File: src/rtl/ysyx_25020037_wbu.sv
// Write-back unit: formats the architectural result of one completed instruction,
// hands it to the register-file stage under valid/ready, and counts retirements.
module ysyx_25020037_wbu #(
  parameter int RET_CNT_W = 64
) (
  input  logic                 clk,
  input  logic                 rst,
  input  logic                 lsu_valid,
  output logic                 wbu_ready,
  input  logic [174:0]         lsu_to_wu_bus,
  output logic                 wbu_valid,
  input  logic                 gpr_ready,
  output logic [32:0]          wu_to_gu_bus,
  output logic [31:0]          csr_wcsr_data,
  output logic [31:0]          wb_pc,
  output logic                 retire,
  output logic [RET_CNT_W-1:0] retire_cnt
);

  typedef struct packed {
    logic [31:0] pc;
    logic [4:0]  rd;
    logic        gpr_we;
    logic [1:0]  wb_sel;
    logic [2:0]  ld_type;
    logic [1:0]  addr_lo;
    logic [31:0] alu_res;
    logic [31:0] mem_rdata;
    logic [31:0] csr_rdata;
    logic [31:0] rs1_val;
    logic [1:0]  csr_op;
  } wb_req_t;

  typedef enum logic {IDLE, BUSY} state_t;

  wb_req_t     req;
  state_t      state, state_nxt;
  logic        accept, handoff;
  logic [7:0]  ld_b;
  logic [15:0] ld_h;
  logic [31:0] ld_data, gpr_wdata, csr_new;
  logic        gpr_wen;

  assign req = lsu_to_wu_bus;

  // ready/valid are pure decodes of the state flop, so still registered outputs
  assign wbu_ready = (state == IDLE);
  assign wbu_valid = (state == BUSY);

  always_ff @(posedge clk or negedge rst) begin
    if (!rst) state <= IDLE;
    else      state <= state_nxt;
  end

  always_comb begin
    state_nxt = state;
    accept    = 1'b0;
    handoff   = 1'b0;
    case (state)
      IDLE: if (lsu_valid) begin
        accept    = 1'b1;
        state_nxt = BUSY;
      end
      BUSY: if (gpr_ready) begin
        handoff   = 1'b1;
        state_nxt = IDLE;
      end
      default: state_nxt = IDLE;
    endcase
  end

  // byte/half lane select; halfwords use only addr_lo[1]
  always_comb begin
    ld_b = req.mem_rdata[7:0];
    case (req.addr_lo)
      2'd0: ld_b = req.mem_rdata[7:0];
      2'd1: ld_b = req.mem_rdata[15:8];
      2'd2: ld_b = req.mem_rdata[23:16];
      2'd3: ld_b = req.mem_rdata[31:24];
      default: ld_b = req.mem_rdata[7:0];
    endcase
    ld_h = req.addr_lo[1] ? req.mem_rdata[31:16] : req.mem_rdata[15:0];
  end

  always_comb begin
    ld_data = req.mem_rdata;
    case (req.ld_type)
      3'b000:  ld_data = {{24{ld_b[7]}}, ld_b};
      3'b001:  ld_data = {{16{ld_h[15]}}, ld_h};
      3'b100:  ld_data = {24'h0, ld_b};
      3'b101:  ld_data = {16'h0, ld_h};
      default: ld_data = req.mem_rdata;
    endcase
  end

  always_comb begin
    gpr_wdata = req.alu_res;
    case (req.wb_sel)
      2'b00:   gpr_wdata = req.alu_res;
      2'b01:   gpr_wdata = ld_data;
      2'b10:   gpr_wdata = req.csr_rdata;
      2'b11:   gpr_wdata = req.pc + 32'd4;
      default: gpr_wdata = req.alu_res;
    endcase
  end

  always_comb begin
    csr_new = req.csr_rdata;
    case (req.csr_op)
      2'b01:   csr_new = req.rs1_val;
      2'b10:   csr_new = req.csr_rdata | req.rs1_val;
      2'b11:   csr_new = req.csr_rdata & ~req.rs1_val;
      default: csr_new = req.csr_rdata;
    endcase
  end

  assign gpr_wen = req.gpr_we & (req.rd != 5'd0);

  always_ff @(posedge clk or negedge rst) begin
    if (!rst) begin
      wu_to_gu_bus  <= '0;
      csr_wcsr_data <= '0;
      wb_pc         <= '0;
    end else if (accept) begin
      wu_to_gu_bus  <= {gpr_wen, gpr_wdata};
      csr_wcsr_data <= csr_new;
      wb_pc         <= req.pc;
    end
  end

  always_ff @(posedge clk or negedge rst) begin
    if (!rst) begin
      retire     <= 1'b0;
      retire_cnt <= '0;
    end else begin
      retire <= handoff;
      if (handoff) retire_cnt <= retire_cnt + 1'b1;
    end
  end

endmodule

File: config.mk
export PLATFORM = sky130hd
export DESIGN_NAME = ysyx_25020037_wbu
export DESIGN_NICKNAME = d
export VERILOG_FILES = /design/src/rtl/ysyx_25020037_wbu.sv
export SDC_FILE = /design/constraint.sdc
export NUM_CORES = 1
export LEC_CHECK = 0
export BUFFER_PORTS_ARGS = -buffer_cell sky130_fd_sc_hd__buf_4
export CELL_PAD_IN_SITES_DETAIL_PLACEMENT = 1
export CELL_PAD_IN_SITES_GLOBAL_PLACEMENT = 1
export CORE_UTILIZATION = 37
export DETAILED_ROUTE_END_ITERATION = 8
export GPL_ROUTABILITY_DRIVEN = 0
export HOLD_SLACK_MARGIN = 0.08
export PLACE_DENSITY_LB_ADDON = 0.1
export SLEW_MARGIN = 30
export SYNTH_ARGS = -nofsm -noshare
export SYNTH_HDL_FRONTEND = slang
export SYNTH_SLANG_ARGS = --single-unit
File: constraint.sdc
create_clock -name clk -period 2.6 [get_ports clk]
set_input_delay 0 -clock clk [delete_from_list [all_inputs] [get_ports clk]]
set_output_delay 0 -clock clk [all_outputs]
set_load 0.005 [all_outputs]
**Word level (Yosys, flattened, before mapping)**

Cells that the tools add are included.

- Add/sub/neg operators: 2
- Multiply operators: 0
- Divide/modulo/power cells: 0
- $lt $le $gt $ge: 0
- Eq/ne operators: 12
- Shift-type cells: 0
- Multiplexer cells: 11
- Bitwise logic cells: 5
- Reductions and logical operators: 4

Operators with widths:

| cell | count |
|---|---|
| $pmux W32 S4 | 2 |
| $pmux W32 S3 | 1 |
| $add A64 B1 Y64 const B | 1 |
| $add A32 B3 Y32 const B | 1 |
| $and A32 B32 Y32 | 1 |
| $not A32 Y32 | 1 |
| $or A32 B32 Y32 | 1 |
| $pmux W8 S4 | 1 |
| $mux W16 | 1 |
| $eq A2 B2 Y1 const B | 6 |
| $eq A2 B1 Y1 const B | 3 |
| $eq A3 B3 Y1 const B | 2 |
| $mux W1 | 5 |
| $reduce_bool A5 Y1 | 1 |
| $logic_not A2 Y1 | 2 |
| $eq A3 B1 Y1 const B | 1 |
| $logic_not A3 Y1 | 1 |
| $pmux W1 S2 | 1 |
| $and A1 B1 Y1 | 1 |
| $not A1 Y1 | 1 |

- Bits in registers: 163
- Latch bits: 0
- Bits in writable memories: 0
- Memory bits (read-only): 0
- Input port bits: 179
- Word-level logic and storage cells: 40
- Memories kept: 0

**Longest topological paths before layout**

Gate-level depths: netlist of the first run.

- Depth in word-level cells: 4
- Depth in mapped cells: 7

**Worst setup path after synthesis of the first run**

OpenSTA, ideal clock, no wires.

- Kind: register to register
- Start: reg retire_cnt[0]
- End: reg retire_cnt[60]
- Arrival time: 1.773 ns
- Required time: 2.521 ns
- Setup slack: 0.748 ns
- Cell stages (with the launch flop): 7
- Period minus slack after synthesis: 1.852 ns
- Cells stage by stage: dfrtp_1 ha_1 nand3_1 nor4_4 nand2_1 nor4_1 xor2_1

- Word-level cells in the longest chain between the ends: 1

RTL lines:

| item | line | RTL |
|---|---|---|
| start, declared | 17 | `output logic [RET_CNT_W-1:0] retire_cnt` |
| start signal, assigned | 137 | `if (handoff) retire_cnt <= retire_cnt + 1'b1;` |
| $add A64 B1 Y64 | 137 |  |

Every way passes these cells.
A chain may end at the register's enable or synchronous reset.

**Worst setup path after layout of the first run**

- Start: reg state, in the netlist wbu_valid
- End: reg wu_to_gu_bus[15]

- Word-level cells in the longest chain between the ends: 1

RTL lines:

| item | line | RTL |
|---|---|---|
| start, declared | 37 | `state_t state, state_nxt;` |
| start signal, assigned | 52 | `else state <= state_nxt;` |
| $mux W1 | 59 | `case (state)` |
| end signal, assigned | 125 | `wu_to_gu_bus <= {gpr_wen, gpr_wdata};` |
| end, declared | 13 | `output logic [32:0] wu_to_gu_bus,` |

Every way passes these cells.

==> results of run 1 <==
[registers in the layout, indices dropped and copies added, names as in the netlist]
register	cells
retire_cnt	64
wu_to_gu_bus	33
wb_pc	32
csr_wcsr_data	32
wbu_valid	1
retire	1
[stage by stage]
stage	instances	utilization, %
global route	1877	58.2
detailed placement	1676	49.1
CTS	1871	58.0
floorplan	1050	-
finish	1877	58.2
global placement	1676	49.1
[cell type report]
class | instances | area, um^2 | area share (%)
Sequential cell | 163 | 4080 | 27.9
Inverter | 22 | 82.6 | 0.565
Clock buffer | 17 | 425 | 2.91
Timing Repair Buffer | 529 | 4420 | 30.3
Multi-Input combinational cell | 799 | 5020 | 34.4
Tap cell | 330 | 413 | 2.83
Clock inverter | 15 | 161 | 1.10
Antenna cell | 2 | 5.00 | 0.0343
[synth_stat cells, types with 3 or more instances]
cell type	n	share of area (%)
o211ai_1	4	0.32
or4_1	4	0.32
nor4_1	9	0.60
o221ai_1	33	3.1
nand2_1	213	8.5
and4_1	9	0.84
nand2b_1	15	1.0
xor2_1	23	2.1
o22a_1	5	0.46
nand3_1	40	2.1
o21a_1	5	0.40
nand4_1	28	1.9
buf_1	3	0.12
o21ai_0	75	4.0
clkbuf_1	53	2.1
and3_1	14	0.93
a211o_1	5	0.46
o311a_1	5	0.53
o21bai_1	5	0.40
a2bb2oi_1	7	0.65
mux2i_1	12	1.3
nor2_1	49	2.0
a21o_1	5	0.40
nor2b_1	6	0.40
xnor2_1	56	5.2
mux2_2	42	5.0
nor4b_1	3	0.28
o22ai_1	17	1.1
inv_1	21	0.84
a221oi_1	15	1.4
a211oi_1	3	0.24
a21oi_1	20	1.1
and2_1	5	0.33
buf_2	6	0.32
or3_1	8	0.53
dfrtp_1	163	43
nor3_1	18	0.96
a31oi_1	10	0.66
[metal layers]
metal  track usage [%]  part of all wire [%]  vias to the layer above
li1                  -                     -                     4752
met5                 0                     0                        -
met4              10.7                   2.9                        0
met3              4.06                   4.1                       65
met1              39.6                    44                     5188
met2              52.0                    49                      337
[report_power, final]
group | total (mW) | leakage, nW | internal, mW | switching [mW]
logic | 2.40 | 4.42 | 1.32 | 1.07
clock network | 2.56 | 0.286 | 1.29 | 1.27
registers | 3.22 | 2.03 | 2.92 | 0.302
[cell families (layout without fill, tap and decap cells)]
logic type | Yosys count | after routing | synth area share, %
mux | 55 | 55 | 6.53
flops | 163 | 163 | 43.3
xor+xnor | 79 | 79 | 7.34
simple gates | 434 | 435 | 22.1
compound gates | 228 | 228 | 16.6
fa+ha+maj | 2 | 2 | 0.265
other cells | 0 | 2 | 0
buf+inv | 89 | 583 | 3.93
[critical path, delay by kind of cell (launching register included)]
| family | cells | cell delay, ps |
|---|---|---|
| buffers and inverters | 2 | 1120 |
| DFF | 1 | 490 |
| AOI/OAI and AO/OA | 3 | 490 |
| and+or+nand+nor | 2 | 340 |
[how the worst min path moves through the flow]
stage,start,end,slack [ps],depth (start not counted)
2_1_floorplan,rst,csr_wcsr_data[0]$_DFFE_PN0P_,-300,0
3_3_place_gp,rst,wu_to_gu_bus[3]$_DFFE_PN0P_,40,1
3_5_place_dp,rst,wu_to_gu_bus[3]$_DFFE_PN0P_,50,1
4_1_cts,lsu_to_wu_bus[83],wu_to_gu_bus[17]$_DFFE_PN0P_,90,4
5_1_grt,lsu_to_wu_bus[83],wu_to_gu_bus[17]$_DFFE_PN0P_,130,4
6_report,lsu_to_wu_bus[83],wu_to_gu_bus[17]$_DFFE_PN0P_,100,4
[what timing repair did]
action / 4_1_cts / 5_1_grt
hold buffers: 163 / 0
setup endpoints to repair: 0 / 5
hold endpoints to repair: 174 / 0
buffers inserted: 0 / 3
resized for setup: 0 / 5
==> flow_summary.ini, run 1 <==
[routing]
ant_nets = 0
routed_wl_um = 39900
drtIter0Drc = 570
drc = 0
dr_total_vias = 10300
wl_per_cell_um = 21.3
first_pass_iters = 5
viasPerCell = 5.51

[place]
dpl-instance-area_mm2 = 0.0123
dp_slack_ps = 435
dp_hpwl_um = 27900
io_buffers = 342

[worst_setup_path]
worstSetupStartpoint = wbu_valid$_DFF_PN0_
max_stage_delay_ps = 570
crit_path_end_kind = register
r2r_end = wu_to_gu_bus[15]$_DFFE_PN0P_
reg2reg_slack_ps = 30
critPathMaxFanout = 8
cp_common_cell = dlygate4sd3_1
worst-setup-path-type = register to register
ff2ff_path_depth = 7
crit_slowest_cell = dlygate4sd3_1
cp.arrival_ps = 2880
cp_data_required_time_ps = 2910
worstSetupStartpointType = register
r2r_start = wbu_valid$_DFF_PN0_
crit_chain = nor2b_4 > nand3_1 > o22ai_1 > a21o_1 > dlygate4sd3_1 > o211ai_1 > dlygate4sd3_1
cp-endpoint = wu_to_gu_bus[15]$_DFFE_PN0P_

[layout]
n_fill_cell = 2917
layout_commonest_cell = buf_4
syn2layout_area_growth_pct = 55.0
final_area_mm2 = 0.0146
drive_gt1_share_pct = 29.8
nets = 1713
layout_common_cells = buf_4 (362), nand2_1 (213), dlygate4sd3_1 (163)

[power_and_ir_drop]
p_leak_nw = 6.73
power.total_mw = 8.18
powerDensity_mw_per_mm2 = 560
max-vdd-ir-drop_uv = 375

[outcome]
outcome = finished clean

[sta]
slew-limit-headroom_pct = 52.9
worst_slack_ps = 29.8
hold_ws_ps = 99.0
max_slew.worst_pin.slew_ps = 707
drv_slew = 0
setup-tns-final_ps = 0
timing.final.crit_share_pct = 98.9
min_period_ps = 2570
rsz0062_at_grt = yes
max_freq_mhz = 389
setup_violations = 0
skew_ps = 20.2
hold_viol = 0

[clocking]
clock_sinks = 163
cts_buffers = 17
cts.clk_slew.worst_paths_ps = 80
htree_levels = 4
clk_latency_ps = 440
tritoncts = yes
cts_max_path_buffers = 2
clock-root-buffer = clkbuf_16

[floorplan]
io_pins = 343
start_util_pct = 37.5
rows = 58
die_area_mm2 = 0.0261
fp.dieH_um = 162
chipWidth_um = 162
coreArea_mm2 = 0.0251

[global_routing]
globalRouteOverflowTotal = 0
antenna_found_initial = 2
grt_usage_pct = 30.5
grt_max_degree = 67
grt_pass1_vias = 10800
grt_pass1_wl_um = 61400

[synth]
syn_area_mm2 = 0.00943
synth_nets = 1231
avgSynthCellArea_um2 = 8.98
synthArstFlopShare_pct = 100
ys.flop_type = dfrtp_1
ys_seq_area_share_pct = 43.3
synth_edf_count = 0
syn_inst = 1050
synth_seq_cells = 163
ys_warn_count = 0
ys_types = 64

[run]
max_cap_violations = 0

[worst_hold_path]
hp-class = primary input to register
No activity file was read; power rests on OpenSTA's default activity.
==> run 2, diff against run 1 <==
clock period = 2.5 ns   (was 2.6 ns; I/O delays follow)
==> flow_summary.ini, run 2 (synthesis gave the netlist of run 1 again) <==
[power_and_ir_drop]
p_leak_nw = 6.77
powerDensity_mw_per_mm2 = 581
max-vdd-ir-drop_uv = 326

[floorplan]
die_area_mm2 = 0.0261
start_util_pct = 37.5
fp.dieH_um = 162
io_pins = 343
coreArea_mm2 = 0.0251
chipWidth_um = 162
rows = 58

[place]
dp_cells = 1682
io_buffers = 342
dp_hpwl_um = 27900

[worst_setup_path]
crit_slowest_cell = nor3_1
cp_common_cell = dlygate4sd3_1
crit_path_end_kind = register
cp_top_family = buffers and inverters
cp.arrival_ps = 2720
r2r_end = wu_to_gu_bus[9]$_DFFE_PN0P_
worstSetupStartpointType = primary input
crit_chain = dlygate4sd3_1 > buf_4 > nand4_1 > nor3_1 > nand3_1 > xor2_1 > o22ai_1 > dlygate4sd3_1
worst-setup-path-type = primary input to register
r2r_start = wbu_valid$_DFF_PN0_
reg2reg_slack_ps = 220
cp_data_required_time_ps = 2810
ff2ff_path_depth = 6
crit_buf_inv = 3
max_stage_delay_ps = 600
critPathMaxFanout = 7

[layout]
largest_register_ffs = 64
top_regs = retire_cnt x64, wu_to_gu_bus x33
nets = 1721
n_fill_cell = 2895
syn2layout_area_growth_pct = 55.6
final_util_pct = 58.4
layout_common_cells = buf_4 (365), nand2_1 (213), dlygate4sd3_1 (169)
final_cells = 1884
layout_commonest_cell = buf_4
drive_gt1_share_pct = 29.6
top_register = retire_cnt

[sta]
slew-limit-headroom_pct = 54.0
drv_slew = 0
setup_violations = 0
hold_viol = 0
setup-tns-final_ps = 0
timing.final.crit_share_pct = 96.1
skew_ps = 13.2
rsz0062_at_grt = no
min_period_ps = 2400
max_slew.worst_pin.slew_ps = 685
max_freq_mhz = 416

[worst_hold_path]
holdPathStages = 4
min_to = wu_to_gu_bus[4]$_DFFE_PN0P_
hp-class = primary input to register
hold_start = lsu_to_wu_bus[70]

[clocking]
cts.clk_slew.worst_paths_ps = 70
htree_levels = 4
cts_buffers = 17
tritoncts = yes
cts_setup_buffers = 0
clock_sinks = 163
clk_latency_ps = 440
clock-root-buffer = clkbuf_16
cts_max_path_buffers = 2

[outcome]
outcome = finished clean

[global_routing]
grt_pass1_vias = 11000
globalRouteOverflowTotal = 0
antenna_found_initial = 1
grt_usage_pct = 30.6
grt_max_degree = 73
grt_pass1_wl_um = 62000

[routing]
viasPerCell = 5.52
routed_wl_um = 39700
wl_per_cell_um = 21.1
wl_met2_um = 19400
first_pass_iters = 4
met1_length_um = 17200
drtIter0Drc = 583
maxUsedRoutingLayer = met4
ant_nets = 0
dr_wl_met3_um = 1760
drc = 0
dr_total_vias = 10400

[run]
max_cap_violations = 0
[run 2: worst register-to-register path, delay by kind of cell, from the launching register on]
kind / cells / cell delay [ps]
buffers and inverters: 2 / 850
DFF: 1 / 470
AOI/OAI and AO/OA: 2 / 160
and+or+nand+nor: 2 / 680
[run 2: layer usage]
layer  vias up  global-route usage [%]
met5         -                       0
met4         0                    12.7
met3        79                    4.34
met2       350                    51.7
met1      5206                    39.2
li1       4762                       -
[run 2: what timing repair did]
item	CTS	global route
hold buffers	169	0
resized for setup	0	2
setup endpoints to repair	0	2
hold endpoints to repair	244	0
[run 2: report_power, final]
part           switching, mW  internal [mW]
Clock                   1.27           1.38
Combinational           1.13           1.38
Sequential             0.319           3.04
Total                   2.72           5.80
[run 2: worst max path at each step]
stage,slack [ps],end,cells after the start,startpoint
after floorplan,650,retire_cnt[60]$_DFFE_PN0P_,6,retire_cnt[0]$_DFFE_PN0P_
after global placement,470,retire_cnt[54]$_DFFE_PN0P_,6,retire_cnt[0]$_DFFE_PN0P_
after detailed placement,410,retire_cnt[40]$_DFFE_PN0P_,6,retire_cnt[0]$_DFFE_PN0P_
after CTS,20,wu_to_gu_bus[28]$_DFFE_PN0P_,9,lsu_to_wu_bus[146]
after global routing,20,wu_to_gu_bus[23]$_DFFE_PN0P_,8,lsu_to_wu_bus[147]
final,100,wu_to_gu_bus[27]$_DFFE_PN0P_,8,lsu_to_wu_bus[147]
[run 2: stage by stage]
stage / setup WS (ps) / area [um^2] / hold WS (ps) / power (mW)
2_1_floorplan: 648 / 9430 / -296 / 4.14
3_3_place_gp: 466 / 12400 / 19.3 / 5.42
3_5_place_dp: 406 / 12400 / 24.9 / 5.49
4_1_cts: 24.1 / 14700 / 80.7 / 8.51
5_1_grt: 19.2 / 14700 / 137 / 8.90
6_report: 96.7 / 14700 / 97.6 / 8.52
[run 2: final cells by class]
class	count	area [um^2]	share of cell area, %
Sequential cell	163	4080	27.8
Clock buffer	19	453	3.09
Antenna cell	1	2.50	0.0171
Clock inverter	13	136	0.930
Multi-Input combinational cell	798	5000	34.1
Tap cell	330	413	2.81
Timing Repair Buffer	538	4500	30.7
Inverter	22	82.6	0.563
==> run 3, diff against run 2 <==
==> constraint.sdc (replaced) <==
create_clock -name clk -period 2.5 [get_ports clk]
set_input_delay 0.375 -clock clk [delete_from_list [all_inputs] [get_ports clk]]
set_output_delay 0.375 -clock clk [all_outputs]
set_load 0.005 [all_outputs]
==> flow_summary.ini, run 3 (synthesis gave the netlist of run 1 again) <==
[outcome]
outcome = finished clean

[sta]
rsz0062_at_grt = no
max_freq_mhz = 465
setup_violations = 0
max_slew.worst_pin.slew_ps = 676
timing.final.crit_share_pct = 86.0
setup-tns-final_ps = 0
min_period_ps = 2150
hold_viol = 0
worst_slack_ps = 351
drv_slew = 0
skew_ps = 12.5
slew-limit-headroom_pct = 54.6

[worst_hold_path]
hp-class = primary input to register
holdPathStages = 2
min_to = wbu_valid$_DFF_PN0_
hold_start = gpr_ready

[clocking]
tritoncts = yes
clock-root-buffer = clkbuf_16
clk_latency_ps = 430
htree_levels = 4
cts_buffers = 17
cts.clk_slew.worst_paths_ps = 80
cts_max_path_buffers = 2
clock_sinks = 163

[floorplan]
coreArea_mm2 = 0.0251
fp.dieH_um = 162
io_pins = 343
chipWidth_um = 162
die_area_mm2 = 0.0261
start_util_pct = 37.5
rows = 58

[layout]
layout_commonest_cell = buf_4
top_register = retire_cnt
drive_gt1_share_pct = 33.2
top_regs = retire_cnt x64, wu_to_gu_bus x33
syn2layout_area_growth_pct = 37.9
final_area_mm2 = 0.0130
layout_common_cells = buf_4 (370), nand2_1 (213), dfrtp_1 (163)
final_cells = 1722
largest_register_ffs = 64
nets = 1557

[worst_setup_path]
critPathMaxFanout = 8
cp_data_required_time_ps = 2850
cp.arrival_ps = 2500
crit_chain = nand4_2 > nor4_4 > nand4_1 > nor4_1 > xor2_1
worst-setup-path-type = register to register
reg2reg_slack_ps = 350
crit_slowest_cell = dfrtp_1
r2r_start = retire_cnt[26]$_DFFE_PN0P_
ff2ff_path_depth = 5
r2r_end = retire_cnt[63]$_DFFE_PN0P_
worstSetupStartpointType = register
max_stage_delay_ps = 470
crit_path_end_kind = register

[place]
dp_hpwl_um = 28000
io_buffers = 342
dpl-instance-area_mm2 = 0.0124
dp_slack_ps = 188
dp_cells = 1686

[routing]
drc = 0
wl_per_cell_um = 21.4
routed_wl_um = 36800
first_pass_iters = 4
ant_nets = 0
dr_total_vias = 9531
drtIter0Drc = 602
viasPerCell = 5.53

[global_routing]
grt_max_degree = 56
grt_usage_pct = 28.0
globalRouteOverflowTotal = 0
antenna_found_initial = 3
grt_pass1_wl_um = 56000
grt_pass1_vias = 9641

[power_and_ir_drop]
powerDensity_mw_per_mm2 = 623
power.total_mw = 8.10
max-vdd-ir-drop_uv = 343
p_leak_nw = 6.09

[run]
max_cap_violations = 0
## run 3: critical path, delay by kind of cell, from the launching register on
family / cells / cell delay (ps)
xor+xnor: 1 / 170
flops: 1 / 470
simple gates: 4 / 1420
## run 3: power by group
part	leakage [nW]	total [mW]	internal [mW]	switching, mW
Clock	0.287	2.66	1.35	1.31
Combinational	3.77	2.11	1.09	1.02
Sequential	2.03	3.33	3.04	0.298
Total	6.09	8.10	5.47	2.62
## run 3: how the worst max path moves through the flow
stage          slack [ps]                           end  cells past startpoint                        from
4_1_cts               330    retire_cnt[63]$_DFFE_PN0P_                      5  retire_cnt[26]$_DFFE_PN0P_
3_5_place_dp          190  wu_to_gu_bus[24]$_DFFE_PN0P_                      7          lsu_to_wu_bus[145]
6_report              350    retire_cnt[63]$_DFFE_PN0P_                      5  retire_cnt[26]$_DFFE_PN0P_
3_3_place_gp          220  wu_to_gu_bus[24]$_DFFE_PN0P_                      7          lsu_to_wu_bus[145]
5_1_grt               140    retire_cnt[60]$_DFFE_PN0P_                      6   retire_cnt[0]$_DFFE_PN0P_
2_1_floorplan         500  wu_to_gu_bus[24]$_DFFE_PN0P_                      7          lsu_to_wu_bus[145]
## run 3: final cells by class
cell class	instances	area, um^2
multi-input combinational	798	4990
timing repair buffer	374	2840
sequential	163	4080
inverter	22	82.6
clock buffer	18	429
clock inverter	14	153
tap	330	413
antenna	3	7.51
fill	2964	12100
## run 3: what timing repair did
action	CTS	global route
setup buffers	0	0
resized for setup	0	0
setup endpoints to repair	0	0
hold buffers	1	0
hold endpoints to repair	36	0
## run 3: through the flow
step | hold slack (ps) | utilization [%]
after floorplan | 79.4 | -
after detailed placement | 313 | 49.4
after CTS | 141 | 51.7
final | 153 | 51.8
after global routing | 144 | 51.8
after global placement | 314 | 49.4
## run 3: per-layer routing
metal / vias up / share of wire (%) / track usage, %
li1: 4432 / - / -
met1: 4727 / 44 / 37.3
met2: 327 / 48 / 45.9
met3: 45 / 5.2 / 4.42
met4: 0 / 2.5 / 10.0
met5: - / 0 / 0
